**config.mk**
```make
export PLATFORM = sky130hd
export DESIGN_NAME = mem_port_arbiter
export DESIGN_NICKNAME = d
export VERILOG_FILES = /design/src/rtl/rv32i_pkg.sv /design/src/rtl/mem_wait_timer.sv /design/src/rtl/mem_port_arbiter.sv
export SDC_FILE = /design/constraint.sdc
export NUM_CORES = 1
export LEC_CHECK = 0
export ABC_AREA = 1
export CELL_PAD_IN_SITES_DETAIL_PLACEMENT = 0
export CELL_PAD_IN_SITES_GLOBAL_PLACEMENT = 1
export CORE_MARGIN = 2
export CORE_UTILIZATION = 30
export DETAILED_ROUTE_END_ITERATION = 10
export PLACE_DENSITY = 0.86
export REMOVE_ABC_BUFFERS = 1
export SLEW_MARGIN = 20
export SYNTH_ARGS = -nofsm -noshare
export SYNTH_HDL_FRONTEND = slang
export SYNTH_SLANG_ARGS = --single-unit
```
**constraint.sdc**
```tcl
create_clock -name clk -period 1.8 [get_ports clk]
set_clock_uncertainty 0.2 [all_clocks]
set_input_delay 0.27 -clock clk [delete_from_list [all_inputs] [get_ports clk]]
set_output_delay 0.27 -clock clk [all_outputs]
set_load 0.03 [all_outputs]
```
**src/rtl/rv32i_pkg.sv**
```systemverilog
// Shared types and constants for the memory port arbiter.
//   arb_state_t : arbiter FSM encoding
//   NOP_INSN    : instruction returned to IF when a fetch is aborted
package rv32i_pkg;

  typedef enum logic [1:0] {
    IDLE   = 2'b00,
    IF_ACC = 2'b01,
    DM_ACC = 2'b10,
    RESP   = 2'b11
  } arb_state_t;

  localparam logic [31:0] NOP_INSN = 32'h0000_0013;  // addi x0, x0, 0

endpackage : rv32i_pkg

```
**src/rtl/mem_wait_timer.sv**
```systemverilog
// Watchdog counter for one bus access.
//   clk, rst_n : clock, asynchronous active-low reset
//   clear      : zero the count (has priority over enable)
//   enable     : count one more cycle without acknowledge
//   expired    : count has reached MAX_WAIT
// The count saturates at MAX_WAIT and never wraps.
module mem_wait_timer #(
  parameter int MAX_WAIT = 15
) (
  input  logic clk,
  input  logic rst_n,
  input  logic clear,
  input  logic enable,
  output logic expired
);

  localparam int CNT_W = $clog2(MAX_WAIT + 1);

  logic [CNT_W-1:0] wait_cnt;

  assign expired = (wait_cnt == CNT_W'(MAX_WAIT));

  // NOTE: sequential state uses non-blocking (<=) so every flop samples
  // pre-edge values; blocking here would create order-dependent races.
  always_ff @(posedge clk or negedge rst_n) begin
    if (!rst_n) begin
      wait_cnt <= '0;
    end else if (clear) begin
      wait_cnt <= '0;
    end else if (enable && !expired) begin
      wait_cnt <= wait_cnt + 1'b1;
    end
  end

endmodule : mem_wait_timer

```
**src/rtl/mem_port_arbiter.sv**
```systemverilog
// Shares one single-port memory bus between IF fetch and MEM load/store.
//   if_*    : fetch request (level) / instruction return with ready pulse
//   dm_*    : load/store request from mem_rd/mem_wr / load return with ready pulse
//   bus_*   : req/ack handshake towards the memory subsystem
//   stall_* : combinational pipeline freeze signals
//   err_out : one-cycle pulse on watchdog abort or rd&wr request
// Data requests always win over fetch. Each access is IDLE -> *_ACC -> RESP,
// so throughput is one access per three cycles at best.
module mem_port_arbiter
  import rv32i_pkg::*;
#(
  parameter int ADDR_W   = 32,
  parameter int DATA_W   = 32,
  parameter int MAX_WAIT = 15
) (
  input  logic                clk,
  input  logic                rst_n,
  input  logic                if_req_in,
  input  logic [ADDR_W-1:0]   if_addr_in,
  output logic [DATA_W-1:0]   if_rdata_out,
  output logic                if_ready_out,
  input  logic                dm_rd_in,
  input  logic                dm_wr_in,
  input  logic [ADDR_W-1:0]   dm_addr_in,
  input  logic [DATA_W-1:0]   dm_wdata_in,
  input  logic [DATA_W/8-1:0] dm_be_in,
  output logic [DATA_W-1:0]   dm_rdata_out,
  output logic                dm_ready_out,
  output logic                bus_req_out,
  output logic                bus_we_out,
  output logic [ADDR_W-1:0]   bus_addr_out,
  output logic [DATA_W-1:0]   bus_wdata_out,
  output logic [DATA_W/8-1:0] bus_be_out,
  input  logic                bus_ack_in,
  input  logic [DATA_W-1:0]   bus_rdata_in,
  output logic                stall_if_out,
  output logic                stall_mem_out,
  output logic                err_out
);

  arb_state_t state, state_nxt;
  logic       owner_dm;   // 1 = current access belongs to the data port
  logic       err_flag;   // abort or illegal rd&wr seen for current access
  logic       dm_req;
  logic       in_acc;
  logic       expired;
  logic       ack_ok;
  logic       abort;

  assign dm_req = dm_rd_in | dm_wr_in;
  assign in_acc = (state == IF_ACC) || (state == DM_ACC);
  // Once the watchdog fires the request is already withdrawn, so a late
  // acknowledge in that cycle is not accepted.
  assign abort  = in_acc & expired;
  assign ack_ok = in_acc & ~expired & bus_ack_in;

  mem_wait_timer #(.MAX_WAIT(MAX_WAIT)) u_timer (
    .clk     (clk),
    .rst_n   (rst_n),
    .clear   (!in_acc),
    .enable  (in_acc),
    .expired (expired)
  );

  always_ff @(posedge clk or negedge rst_n) begin
    if (!rst_n) state <= IDLE;
    else        state <= state_nxt;
  end

  // NOTE: state_nxt gets a default before the case so no path leaves it
  // unassigned, which would otherwise infer a latch.
  always_comb begin
    state_nxt = state;
    unique case (state)
      IDLE:           if (dm_req)         state_nxt = DM_ACC;
                      else if (if_req_in) state_nxt = IF_ACC;
      IF_ACC, DM_ACC: if (ack_ok || abort) state_nxt = RESP;
      RESP:           state_nxt = IDLE;  // requests ignored: no double grant
      default:        state_nxt = IDLE;
    endcase
  end

  always_ff @(posedge clk or negedge rst_n) begin
    if (!rst_n) begin
      owner_dm      <= 1'b0;
      err_flag      <= 1'b0;
      bus_we_out    <= 1'b0;
      bus_addr_out  <= '0;
      bus_wdata_out <= '0;
      bus_be_out    <= '0;
      if_rdata_out  <= '0;
      dm_rdata_out  <= '0;
    end else begin
      if (state == IDLE) begin
        if (dm_req) begin
          // rd&wr together is performed as a write and flagged.
          owner_dm      <= 1'b1;
          err_flag      <= dm_rd_in & dm_wr_in;
          bus_we_out    <= dm_wr_in;
          bus_addr_out  <= dm_addr_in;
          bus_wdata_out <= dm_wdata_in;
          bus_be_out    <= dm_wr_in ? dm_be_in : '1;
        end else if (if_req_in) begin
          owner_dm     <= 1'b0;
          err_flag     <= 1'b0;
          bus_we_out   <= 1'b0;
          bus_addr_out <= if_addr_in;
          bus_be_out   <= '1;
        end
      end
      if (ack_ok) begin
        if (owner_dm) dm_rdata_out <= bus_rdata_in;
        else          if_rdata_out <= bus_rdata_in;
      end
      if (abort) begin
        err_flag <= 1'b1;
        if (owner_dm) dm_rdata_out <= '0;
        else          if_rdata_out <= DATA_W'(NOP_INSN);
      end
    end
  end

  assign bus_req_out   = in_acc & ~expired;
  assign if_ready_out  = (state == RESP) & ~owner_dm;
  assign dm_ready_out  = (state == RESP) &  owner_dm;
  assign err_out       = (state == RESP) &  err_flag;
  assign stall_mem_out = dm_req & ~dm_ready_out;
  assign stall_if_out  = stall_mem_out | (if_req_in & ~if_ready_out);

endmodule : mem_port_arbiter

```
==> metrics <==
ratio of cells with drive above 1 in the final layout a little under a quarter; crit path kind flop to primary output; post-detailed-route count of antenna-violating nets 0; worst setup path endpoint stall_if_out; Finished Layout Cells roughly 1300; Root Driver clkbuf_16; first-pass GRT wire length between 30 and 40 mm; CTS buffer count 17; failing checks negative setup slack; setup ws final -0.165 ns; Max-cap violations 0; Mapped Area just over 6000 um2; Clock Sinks about 140; Ys Warns 0; die area 21700 um2; Final Hold Slack just over 0.08 ns; post-DP HPWL between 10 and 15 mm; unrepaired setup endpoints after global routing yes; Die Y roughly 150 um; biggest fanout along the worst timing path 3; CTS tree built; outcome finished with violations; Worst Tran Pin Value 0.367 ns; R2R cell count 9; clock-pin slew on the worst setup and hold paths 0.06 ns; number of cells produced by synthesis 685; crit path DAT about 1.5 ns; syn_area_per_cell approximately 9.0 um2; Remaining Overflow, GRT 0; Final setup viols a little under 70; GP Congestion roughly 0.79; Placeable Area around 20000 um2; Critical Path RT between 1 and 1.5 ns; Placement Rows 52; worst slack, placed -0.106 ns; Tcrit/Tclk final 109%; DRC Markers 0; Yosys top cell area share a little under three fifths; Setup crit end kind primary output; final hold violations 0; Reg2Reg Setup Slack -0.14 ns; vias in the first global route about 5900; via/cell ratio 4.65; Avg WL per Cell ~16 um; Area growth, synth to finish 70.8%; Period minus WS final roughly 2.0 ns; CP Launch Type flop; Leak Pwr 5.22 nW; die width roughly 150 um; Total Routing Usage GR 18.6%; CTS HTree Levels 4; synth unique cells 25; first drt pass iteration count 5; wirelength, routed about 21 mm; Ant. Diodes 0; Max Fclk between 500 and 600 MHz; worst-skew pair later-pin latency between 0.4 and 0.5 ns; Slew Limit Fails 0; DP Cell Count about 1200; pin count of the biggest net entering global routing 54; cell taking the most area after synthesis dfrtp_1; synth top area cells dfrtp_1 (57%), nand2_1 (17%), nand3_1 (7.9%); total power roughly 20 mW; IO buf count between 200 and 300; initial drt markers roughly 240; num ports between 200 and 300; CTS max path bufs 2; Slew HR about 76%; FF+latch count, synth 141; antenna violations before repair 0; Pwr per Cell Area ~1900 nW/um2; peak supply drop 730 uV; CP startpoint state[0]; final core utilization 52.1%; HP Class primary input to async pin; vias 5932; Initial Util a little under a third; Final nets about 1100; reg2reg start state[0]; register area share after synthesis 57.3%
## per-layer routing
layer | GRT usage [%] | wire length [um] | vias to the layer above | share of wire (%)
met5 | 0 | 0 | - | 0
met4 | 5.38 | 527 | 0 | 2.5
met3 | 6.30 | 1820 | 35 | 8.8
met2 | 30.2 | 9890 | 247 | 48
met1 | 23.6 | 8450 | 2807 | 41
li1 | - | - | 2843 | -
## how the worst min path moves through the flow
stage	endpoint	slack, ns	cells after the start
floorplan	async pin	-0.23	0
global placement	async pin	-0.06	1
detailed placement	async pin	-0.05	1
CTS	async pin	0.08	2
global route	async pin	0.08	2
finish	async pin	0.08	2
## kinds of logic (layout without fill, tap and decap cells)
family                   after synthesis  after routing  share of synthesized area [%]
buffers and inverters                 64            382                           5.89
AND/OR/NAND/NOR                      428            431                           30.1
flip-flops                           141            141                           57.3
XOR/XNOR                               1              1                          0.142
AO/OA/AOI/OAI                         48             48                           5.95
adder cells (fa/ha/maj)                3              3                          0.610
## final cells by class
| class | instances | area [um2] |
|---|---|---|
| sequential | 141 | 3530 |
| inverter | 23 | 95.1 |
| clock buffer | 18 | 439 |
| multi-input combinational | 483 | 2740 |
| tap | 270 | 338 |
| fill | 1899 | 9660 |
| timing repair buffer | 327 | 3250 |
| clock inverter | 14 | 125 |
## metrics by stage
stage               instance area (um2)  setup TNS (ns)
floorplan                          5880          -87.18
global placement                   9420           -4.03
detailed placement                 9420           -6.93
CTS                               10000          -0.887
global route                      10500          -10.02
finish                            10500           -5.92
## layout by cell type (no fill, tap or decap), types with 2 or more instances in the layout
cell	instances
o211ai_1	33
nand2_2	59
inv_1	14
inv_6	4
inv_4	2
clkinv_4	3
a21oi_4	2
dlygate4sd2_1	132
clkinvlp_4	5
buf_6	9
nand2_1	195
nand2_4	27
buf_8	2
clkdlybuf4s50_1	136
nand2_8	4
inv_2	6
nand4_1	3
clkbuf_16	19
nor2_4	4
nand3_1	97
inv_8	3
o21ai_0	5
o22a_1	4
ha_4	2
buf_4	29
dfrtp_1	141
buf_12	16
nor2_1	7
or2_2	32
## synthesized netlist by cell type
master / instances
nand2_4: 1
o22ai_1: 1
buf_6: 10
or2_2: 32
o21ai_0: 6
nand4_1: 3
nand3_1: 97
dfrtp_1: 141
a21oi_4: 2
nor2_1: 10
clkbuf_1: 11
buf_4: 8
o211ai_1: 33
buf_2: 11
nand3_2: 2
xor2_1: 1
a31oi_1: 1
nand2_1: 280
ha_1: 3
inv_1: 23
o22a_1: 4
o21ai_2: 1
nor2_4: 2
nand2_2: 1
clkbuf_4: 1
## power breakdown
part	switching (mW)	internal, mW
logic	7.09	4.11
clock network	1.54	1.85
registers	1.01	4.70
total	9.64	10.7
## worst max-delay path, cell delays in order (launching register included)
cell     delay [ns]
dfrtp_1        0.43
ha_4           0.19
inv_2          0.06
nor2_4         0.04
o22ai_2        0.20
buf_12         0.15
## what timing repair did
action	CTS	global route
setup endpoints to repair	166	71
hold endpoints to repair	141	0
setup buffers	8	5
hold buffers	1	0
gates resized for setup	167	117
pin swaps	4	11
gates cloned	3	3
No activity file was read; power rests on OpenSTA's default activity.
==> variant 1: new RTL, same settings <==
Re-encode `arb_state_t` (4 states) as one-hot, 4 bits wide.
--- a/src/rtl/rv32i_pkg.sv
+++ b/src/rtl/rv32i_pkg.sv
@@ -3,11 +3,11 @@
 //   NOP_INSN    : instruction returned to IF when a fetch is aborted
 package rv32i_pkg;
 
-  typedef enum logic [1:0] {
-    IDLE   = 2'b00,
-    IF_ACC = 2'b01,
-    DM_ACC = 2'b10,
-    RESP   = 2'b11
+  typedef enum logic [3:0] {
+    IDLE   = 4'b0001,
+    IF_ACC = 4'b0010,
+    DM_ACC = 4'b0100,
+    RESP   = 4'b1000
   } arb_state_t;
 
   localparam logic [31:0] NOP_INSN = 32'h0000_0013;  // addi x0, x0, 0
Check against the original RTL: no difference found for any inputs over 4 cycles, from zero or initial values and one cycle with rst_n low; so few cycles prove little.
==> variant 1 against the original RTL <==
  * The flow still finishes with violations (setup timing)
  * Routed wire length up 3.9%
  * Largest cell class is now non-clock buffers
  * Combinational power down 9%
  * Sequential cell count up 2
  * Critical path type unchanged
  * Total power down 4.0%
  * Utilization up 2.4 points
  * Final cell count up 4.5%
  * Critical path depth unchanged
  * Cell area up 4.4%
  * Critical endpoint is now dm_ready_out
  * Synthesized cell count up 3.6%
  * Area after synthesis down 0.73%
  * Worst setup slack worse by 27 ps
==> variant 1: results (changes against the original RTL) <==
[critical_path]
cp.arrival_ps = 1520  ; +30 ps
worst_r2r_startpoint = state[2]
crit_end = dm_ready_out
crit_path_start = state[1]

[placed_design]
place_area_um2 = 9540  ; +1.3%
place_inst = 1271  ; +3.8%
dpl_worst_slack_ps = -203  ; -96.4 ps

[final_layout]
final_layout_size_suffix_gt1_frac = 0.231  ; -0.00240
multi_input_cells = 507  ; +5.0%
multi_input_area_um2 = 2770  ; +1.0%
final-nonclk-buf-share = 0.329  ; +0.0204
final_area_um2 = 11000  ; +4.4%
layout.nets = 1190  ; +4.9%
clock_cell_area_share = 0.0543  ; +0.000611
seq_area_um2 = 3580  ; +1.5%

[synthesis]
ys_seq_elements = 143  ; +1.4%
synthTopCellsByArea = dfrtp_1 58%, nand2_1 14%, nand3_1 7.3%
syn_avg_cell_area_um2 = 8.61  ; -4.2%
yosysSeqAreaShare = 0.586  ; +0.0126

[outcome]
status = complete, but fails checks
violations = setup timing

[power_and_ir_drop]
p_leak_nw = 5.29  ; +1.3%
powerComb_mw = 10.2  ; -9%

[grt]
grt_use_total = 0.186  ; about the same
grt_pass1_wl_mm = 32.0  ; +0.26%
grt_pass1_vias = 6134  ; +4.2%

[route]
viasPerCell = 4.68  ; +0.72%
drtIter0Drc = 256  ; +7.1%
drt-wirelength-per-cell_um = 16.1  ; -0.57%

[clock_tree]
cts_resized = 165  ; -1.2%
post-cts-setup-buffer-count = 11  ; +3

[sta]
worst_slack_ps = -192  ; -26.7 ps
setup_viol = 107  ; +57%
tightest_slew_ps = 396  ; +28.3 ps

## variant 1: cell count changes after synthesis, sizes merged, moves of 2 or more
cell    delta
nor2      +92
nand2     -47
o211ai    -33
o21a      +32
or2       -32
o21ai     +29
nand3      -9
inv        -5
buf        -4
o22a       -4
clkbuf     +3
a211oi     +2
clkinv     +2
ha         -2
## variant 1: cell families (layout without fill, tap and decap cells)
kind of cell | count (synthesis) | count (layout) | synth area share
AOI/OAI and AO/OA | 73 | 73 | 0.0774
adders and majority gates | 1 | 1 | 0.00205
buffers and inverters | 60 | 414 | 0.0444
DFF | 143 | 143 | 0.586
and+or+nand+nor | 433 | 433 | 0.290
## variant 1: routing by layer
layer  global-route usage  wire length (µm)
met1                0.229              8520
met2                0.312             10600
met3               0.0612              1960
met4               0.0544               435
met5                    0                 0
==> variant 2: new RTL, same settings <==
Without the edit above. The parameter `ADDR_W` goes from 32 to 40.
--- a/src/rtl/mem_port_arbiter.sv
+++ b/src/rtl/mem_port_arbiter.sv
@@ -9,7 +9,7 @@
 module mem_port_arbiter
   import rv32i_pkg::*;
 #(
-  parameter int ADDR_W   = 32,
+  parameter int ADDR_W   = 40,
   parameter int DATA_W   = 32,
   parameter int MAX_WAIT = 15
 ) (
Ports: changed (resized bus_addr_out, dm_addr_in and if_addr_in); port bits go from 277 to 301. The function was not compared with the original's and may differ.
==> variant 2 against the original RTL <==
  * The flow still finishes with violations (setup timing)
  * Cell area increased by 7.2%
  * Routed wire length increased by 14%
  * Area after synthesis increased by 7.7%
  * Worst setup slack improved by 38 ps
  * Total power increased by 2.4%
  * Non-clock buffer count increased by 30
  * Largest cell class unchanged
  * Sequential cell count increased by 8
  * Die area increased by 7.5%
  * Critical path depth unchanged
  * Critical endpoint unchanged
  * Utilization decreased by 0.32 points
==> variant 2: results (changes against the original RTL) <==
[sta]
whs_ps = 94.8  ; +13.9 ps
worst_slack_ps = -127  ; +37.6 ps
tightest_slew_ps = 384  ; +17.0 ps
setup_viol = 5  ; -93%

[outcome]
violations = setup timing
status = complete, but fails checks

[final_layout]
final-nonclk-buf-share = 0.316  ; +0.00731
clock_cell_area_share = 0.0514  ; -0.00228
final_layout_size_suffix_gt1_frac = 0.219  ; -0.0150
sh_seq_area = 0.331  ; -0.00448
multi_input_area_um2 = 2950  ; +7.7%
signal_buffers = 357  ; +9.2%
fill_cells = 2050  ; +8.0%
multi_input_cells = 507  ; +5.0%
layoutNonFillerInstCount = 1346  ; +5.5%

[route]
wl_mm = 23.7  ; +14%
wl_met1_mm = 10.2  ; +20%
dr_wl_met3_mm = 1.34  ; -26%
drtIter0Drc = 339  ; +42%
drt-pass1-iter-count = 4  ; -1
wl_met2_mm = 11.3  ; +14%

[placed_design]
post-dp-hpwl_mm = 15.8  ; +14%
place_area_um2 = 10200  ; +7.9%
place.gp.congestion = 0.794  ; +0.86%
port-buffer-count = 300  ; +8.7%

[floorplan]
core-area_um2 = 21800  ; +7.9%

[synthesis]
yosys_warnings = 0  ; unchanged
ys_seq_elements = 149  ; +5.7%
synthAdderAreaFrac = 0.00566  ; -0.000437
syn_avg_cell_area_um2 = 9.07  ; +0.94%
synthTopCellsByArea = dfrtp_1 56%, nand2_1 13%, nand3_1 12%
synth_compound_area_frac = 0.0656  ; +0.00611
ys.flop_type = dfrtp_1
synthDistinctLibCells = 27  ; +8.0%
netlist_top_cells_count = 236 x nand2_1, 156 x nand3_1, 149 x dfrtp_1
synth_xor_area_frac = 0.00132  ; -0.000102

[grt]
grt_use_total = 0.194  ; +0.00837
grt_max_degree = 50  ; -7.4%
grt_pass1_vias = 6279  ; +6.7%
grt_pass1_wl_mm = 35.9  ; +13%

[power_and_ir_drop]
share_seq_of_total_power = 0.286  ; +0.005
total_power_mw = 20.8  ; +2.4%
peakVddDrop_mv = 0.735  ; +0.68%
intPower_mw = 11.2  ; +5.2%
p_leak_nw = 5.65  ; +8.1%

[critical_path]
slowest_stage = dfrtp_2
reg2reg_slack_ps = 0  ; +140 ps
r2r_cells = 9  ; unchanged

[clock_tree]
cts_buffer_depth = 2  ; unchanged
cts_buffers = 17  ; unchanged

## variant 2: stage by stage
step                      worst slack, ps  TNS [ps]   util
after floorplan                     -1290   -153770      -
after global placement               -191    -11900  0.467
after detailed placement             -221    -14030  0.467
after CTS                            -152     -3480  0.492
after global routing                 -186     -3480  0.518
final                                -127      -345  0.518
## variant 2: logic make-up after synthesis
family | Yosys count
AND/OR/NAND/NOR | 448
adder cells (fa/ha/maj) | 3
AO/OA/AOI/OAI | 55
XOR/XNOR | 1
flip-flops | 149
buffers and inverters | 75
## variant 2: what timing repair did
| action | CTS | global route |
|---|---|---|
| endpoints found under the setup margin | 150 | 72 |
| pin swaps | 7 | 32 |
| hold buffers | 1 | 0 |
| endpoints found under the hold margin | 149 | 0 |
| cloned | 0 | 7 |
| resized for setup | 163 | 88 |
| buffers inserted | 8 | 1 |
## variant 2: metal layers
layer,global-route usage,up-vias
met5,0,-
met4,0.0882,0
met3,0.0381,52
met2,0.321,222
met1,0.247,3046
li1,-,3070
